`config.mk`:
```
export PLATFORM = sky130hd
export DESIGN_NAME = regfile_debug_port
export DESIGN_NICKNAME = d
export VERILOG_FILES = /design/src/rtl/regfile_debug_port.sv
export SDC_FILE = /design/constraint.sdc
export NUM_CORES = 1
export LEC_CHECK = 0
export ABC_AREA = 1
export CAP_MARGIN = 20
export CELL_PAD_IN_SITES_DETAIL_PLACEMENT = 0
export CELL_PAD_IN_SITES_GLOBAL_PLACEMENT = 2
export CORE_MARGIN = 2
export CORE_UTILIZATION = 24
export DETAILED_ROUTE_END_ITERATION = 8
export PLACE_DENSITY = 0.75
export SYNTH_ARGS = -nofsm -noshare
export SYNTH_HDL_FRONTEND = slang
export SYNTH_SLANG_ARGS = --single-unit
```
`constraint.sdc`:
```
create_clock -name clk_i -period 1.2 [get_ports clk_i]
set_input_delay 0.24 -clock clk_i [delete_from_list [all_inputs] [get_ports clk_i]]
set_output_delay 0.24 -clock clk_i [all_outputs]
set_load 0.005 [all_outputs]
```
`src/rtl/regfile_debug_port.sv`:
```
// Debugger access to the RV32I integer register file.
// Halts the core, performs one read or write, returns the result.
module regfile_debug_port #(
  parameter int XLEN           = 32,
  parameter int REG_ADDR_WIDTH = 5,
  parameter int HALT_TIMEOUT   = 15
) (
  input  logic                      clk_i,
  input  logic                      rst_ni,
  input  logic                      req_valid_i,
  output logic                      req_ready_o,
  input  logic                      req_write_i,
  input  logic [REG_ADDR_WIDTH-1:0] req_addr_i,
  input  logic [XLEN-1:0]           req_wdata_i,
  output logic                      rsp_valid_o,
  input  logic                      rsp_ready_i,
  output logic [XLEN-1:0]           rsp_rdata_o,
  output logic                      rsp_err_o,
  output logic                      halt_req_o,
  input  logic                      halt_ack_i,
  output logic                      rf_write_enable_o,
  output logic [REG_ADDR_WIDTH-1:0] rf_write_address_o,
  output logic [XLEN-1:0]           rf_write_data_o,
  output logic [REG_ADDR_WIDTH-1:0] rf_read_address_o,
  input  logic [XLEN-1:0]           rf_read_data_i
);

  localparam int CW = $clog2(HALT_TIMEOUT + 1);
  localparam logic [CW-1:0] TO_MAX = CW'(HALT_TIMEOUT);

  typedef enum logic [1:0] {
    S_IDLE,
    S_HALT,
    S_ACCESS,
    S_RESP
  } state_e;

  state_e state_q, state_d;
  logic [CW-1:0] cnt_q, cnt_d;
  logic wr_q, wr_d;
  logic [REG_ADDR_WIDTH-1:0] addr_q, addr_d;
  logic [XLEN-1:0] wdata_q, wdata_d;

  logic halt_q, halt_d;
  logic rsp_valid_q, rsp_valid_d;
  logic rsp_err_q, rsp_err_d;
  logic [XLEN-1:0] rsp_rdata_q, rsp_rdata_d;
  logic rf_we_q, rf_we_d;
  logic [REG_ADDR_WIDTH-1:0] rf_waddr_q, rf_waddr_d;
  logic [REG_ADDR_WIDTH-1:0] rf_raddr_q, rf_raddr_d;
  logic [XLEN-1:0] rf_wdata_q, rf_wdata_d;

  // State, request capture and every registered output
  always_ff @(posedge clk_i or negedge rst_ni) begin
    if (!rst_ni) begin
      state_q     <= S_IDLE;
      cnt_q       <= '0;
      wr_q        <= 1'b0;
      addr_q      <= '0;
      wdata_q     <= '0;
      halt_q      <= 1'b0;
      rsp_valid_q <= 1'b0;
      rsp_err_q   <= 1'b0;
      rsp_rdata_q <= '0;
      rf_we_q     <= 1'b0;
      rf_waddr_q  <= '0;
      rf_raddr_q  <= '0;
      rf_wdata_q  <= '0;
    end else begin
      state_q     <= state_d;
      cnt_q       <= cnt_d;
      wr_q        <= wr_d;
      addr_q      <= addr_d;
      wdata_q     <= wdata_d;
      halt_q      <= halt_d;
      rsp_valid_q <= rsp_valid_d;
      rsp_err_q   <= rsp_err_d;
      rsp_rdata_q <= rsp_rdata_d;
      rf_we_q     <= rf_we_d;
      rf_waddr_q  <= rf_waddr_d;
      rf_raddr_q  <= rf_raddr_d;
      rf_wdata_q  <= rf_wdata_d;
    end
  end

  // Next state; ack is checked before the timeout so it wins a tie
  always_comb begin
    state_d = state_q;
    cnt_d   = cnt_q;
    wr_d    = wr_q;
    addr_d  = addr_q;
    wdata_d = wdata_q;
    unique case (state_q)
      S_IDLE: begin
        if (req_valid_i) begin
          state_d = S_HALT;
          cnt_d   = '0;
          wr_d    = req_write_i;
          addr_d  = req_addr_i;
          wdata_d = req_wdata_i;
        end
      end
      S_HALT: begin
        if (halt_ack_i) begin
          state_d = S_ACCESS;
        end else if (cnt_q == TO_MAX) begin
          state_d = S_RESP;
        end else begin
          cnt_d = cnt_q + CW'(1);
        end
      end
      S_ACCESS: state_d = S_RESP;
      S_RESP: begin
        if (rsp_ready_i) state_d = S_IDLE;
      end
      default: state_d = S_IDLE;
    endcase
  end

  // Output next values, derived from the state being entered
  always_comb begin
    halt_d      = (state_d != S_IDLE);
    rsp_valid_d = (state_d == S_RESP);
    rsp_err_d   = 1'b0;
    rsp_rdata_d = '0;
    rf_we_d     = 1'b0;
    rf_waddr_d  = '0;
    rf_raddr_d  = '0;
    rf_wdata_d  = '0;
    if (state_d == S_ACCESS) begin
      rf_waddr_d = addr_q;
      rf_raddr_d = addr_q;
      if (wr_q) begin
        rf_wdata_d = wdata_q;
        rf_we_d    = (addr_q != '0);
      end
    end
    unique case (state_q)
      S_HALT: rsp_err_d = (state_d == S_RESP);
      S_ACCESS: begin
        if (!wr_q && addr_q != '0) rsp_rdata_d = rf_read_data_i;
      end
      S_RESP: begin
        if (state_d == S_RESP) begin
          rsp_err_d   = rsp_err_q;
          rsp_rdata_d = rsp_rdata_q;
        end
      end
      default: ;
    endcase
  end

  assign req_ready_o        = (state_q == S_IDLE);
  assign rsp_valid_o        = rsp_valid_q;
  assign rsp_err_o          = rsp_err_q;
  assign rsp_rdata_o        = rsp_rdata_q;
  assign halt_req_o         = halt_q;
  assign rf_write_enable_o  = rf_we_q;
  assign rf_write_address_o = rf_waddr_q;
  assign rf_write_data_o    = rf_wdata_q;
  assign rf_read_address_o  = rf_raddr_q;

endmodule

```
==> metrics.cfg <==
[clocking]
cts_buffer_depth = 2
clk_pin_slew_worst_paths_ns = 0.06
h-tree-depth = 4
cts_tree = yes
numCtsBuffers = 17
clock_latency_ns = 0.41
clk_root_buffer_cell = clkbuf_16
clkSinkCount = 117

[worst_setup_path]
worstPathMaxFanout = 6
cp-start-kind = flop
critPathKind = reg -> reg
required_ns = 1.55
cp.arrival_ns = 1.66
worstSetupEndpointType = flop

[timing]
worst_slew_pin_slew_ns = 0.355
tns_ns = -4.19
relSlewSlack_pct = 76.3
clock_skew_ns = 0.0101
layout_setup_ws_ns = -0.110
fmax_mhz = 764
setup_viol = 64
drv_slew = 0
rsz0062_at_grt = true
layout_min_cycle_time_ns = 1.31
fin_crit_sh_pct = 109
final_hold_viol_count = 0

[cells_and_area]
layout-drive-gt1-share_pct = 28.4
final_cell_mix = nand2_1, dfrtp_1, buf_2, clkdlybuf4s50_1, nand3_1
final_cells = 914
final_cell_area_sq_mm = 0.00701
area_delta_synth_final_pct = 54.0
layout_commonest_cell = nand2_1
nNetsFinal = 743
final_core_utilization_pct = 37.6
num_antenna_cells = 0
fillers = 1912

[grt]
antenna_found_initial = 0
grt_max_degree = 50
grt_overflow_total = 0
track_usage_pct = 13.3
grt_pass1_wl_um = 20600
grt_pass1_vias = 3983

[synth]
avgSynthCellArea_sq_um = 9.51
syn-num-nets = 554
ys_warn_count = 0
synth_ff_type = dfrtp_1
synth.top_cells.by_area = dfrtp_1, nand2_1, nand3_1, nor2_1, buf_6
ys_ff_latch = 117
postSynthCellCount = 478
synthesis.area_sq_mm = 0.00455
synth_cell_types = 24
yosysTopAreaCell = dfrtp_1
synth-edff-count = 0
ys_async_sr_fraction_pct = 100
seq_area_frac_synth_pct = 64.4
synth_top_area_share_pct = 64.4

[detailed_routing]
wl_per_cell_um = 14.4
via_count = 3784
finalWirelength_um = 13100
viasPerCell = 4.14
drtPass1Iterations = 5
detail-route-antenna-nets = 0
met2_length_um = 6250
drc = 0
top_layer_used = met4
drt_iter0_drc = 210
drt-met1-wl_um = 5800
met3RoutedLength_um = 907

[die]
rows = 50
io_pins = 154
initial_utilization_pct = 24.4
die_h_um = 142
die_width_um = 142
dieArea_sq_mm = 0.0201
coreArea_sq_mm = 0.0186

[job]
cap_violations = 0

[place]
io_buffer_count = 153
hpwl_um = 8490
place_ws_ns = -0.218
placedCellCount = 859
place.gp.congestion = 0.732
post_dp_cell_area_sq_mm = 0.00644

[power_and_ir_drop]
p_per_area_mw_per_mm2 = 2240
power_leakage_uw = 0.00369
peakVddDrop_v = 0.000956

[worst_hold_path]
holdCritPathClass = in -> reg

[status]
violations = negative setup slack
status = finished, violations left

synth_stat cells, types with 2 or more instances:
| cell | count |
|---|---|
| nand2_1 | 220 |
| dfrtp_1 | 117 |
| nor2_1 | 39 |
| nand3_1 | 34 |
| buf_2 | 11 |
| buf_6 | 10 |
| inv_1 | 10 |
| nand3_2 | 6 |
| buf_4 | 5 |
| o21ai_0 | 5 |
| clkbuf_1 | 3 |
| inv_2 | 3 |
| nand2_2 | 2 |
| nand4_1 | 2 |
| nor2_2 | 2 |
state kept, by name (all words and copies together) (netlist names):
name	flops
rsp_valid_o	1
addr_q	5
rf_write_enable_o	1
wr_q	1
rf_write_data_o	32
cnt_q	4
wdata_q	32
state_q	2
rsp_rdata_o	32
halt_req_o	1
rsp_err_o	1
rf_read_address_o	5
path summary, 6_finish.rpt:
check                           startpoint  slack, ns  cells past startpoint               to
max                             state_q[0]      -0.11                      6  rsp_rdata_o[10]
max reg2reg                     state_q[0]      -0.11                      6  rsp_rdata_o[10]
min                        req_wdata_i[10]       0.35                      3      wdata_q[10]
min reg2reg                      rsp_err_o       0.47                      2        rsp_err_o
min in group asynchronous           rst_ni       0.37                      3      rsp_valid_o
max in group asynchronous           rst_ni       0.48                      3  rsp_rdata_o[16]
per-layer routing:
metal  global-route usage [%]  up-vias
li1                         -     1851
met4                     4.74        0
met2                     21.4      125
met1                     16.8     1792
met5                        0        -
met3                     4.45       16
power by group:
| group | total (uW) | switching (uW) | internal, uW |
|---|---|---|---|
| clock | 5020 | 1890 | 3130 |
| sequential | 5610 | 554 | 5060 |
| combinational | 5090 | 2670 | 2420 |
| total | 15700 | 5110 | 10600 |
per-stage QoR:
stage | power [uW] | hold WS, ns
after floorplan | 8100 | -0.0556
after global placement | 10400 | 0.258
after detailed placement | 10400 | 0.256
after CTS | 15600 | 0.339
after global routing | 16800 | 0.357
final | 15700 | 0.353
timing repair:
| action | CTS | global route |
|---|---|---|
| resized for setup | 324 | 19 |
| hold endpoints to repair | 117 | 0 |
| gates cloned | 3 | 3 |
| hold buffers | 1 | 0 |
| buffers inserted | 9 | 7 |
| pin swaps | 0 | 1 |
| setup endpoints to repair | 123 | 126 |
critical path: stages, from the launching register on:
cell and delay (ns):
dfrtp_1 0.39, buf_4 0.17, nor3_4 0.24, buf_6 0.16, clkbuf_16 0.15, nand3_1 0.07, nand2_1 0.07
cells by family (layout without fill, tap and decap cells):
family | after synthesis | after routing | share of synthesized area (%)
buffers and inverters | 43 | 245 | 6.13
DFF | 117 | 117 | 64.4
AOI/OAI and AO/OA | 6 | 6 | 0.660
muxes | 1 | 1 | 0.220
and+or+nand+nor | 309 | 309 | 28.1
adders and majority gates | 1 | 1 | 0.275
xor gates and xnor gates | 1 | 1 | 0.193
layout make-up:
| type | count | area, sq um | area share (%) |
|---|---|---|---|
| Clock buffer | 19 | 443 | 6.32 |
| Clock inverter | 13 | 150 | 2.14 |
| Inverter | 13 | 53.8 | 0.768 |
| Multi-Input combinational cell | 318 | 1400 | 20.0 |
| Sequential cell | 117 | 2930 | 41.8 |
| Tap cell | 234 | 293 | 4.18 |
| Timing Repair Buffer | 200 | 1730 | 24.8 |
No activity file was read; power rests on OpenSTA's default activity.
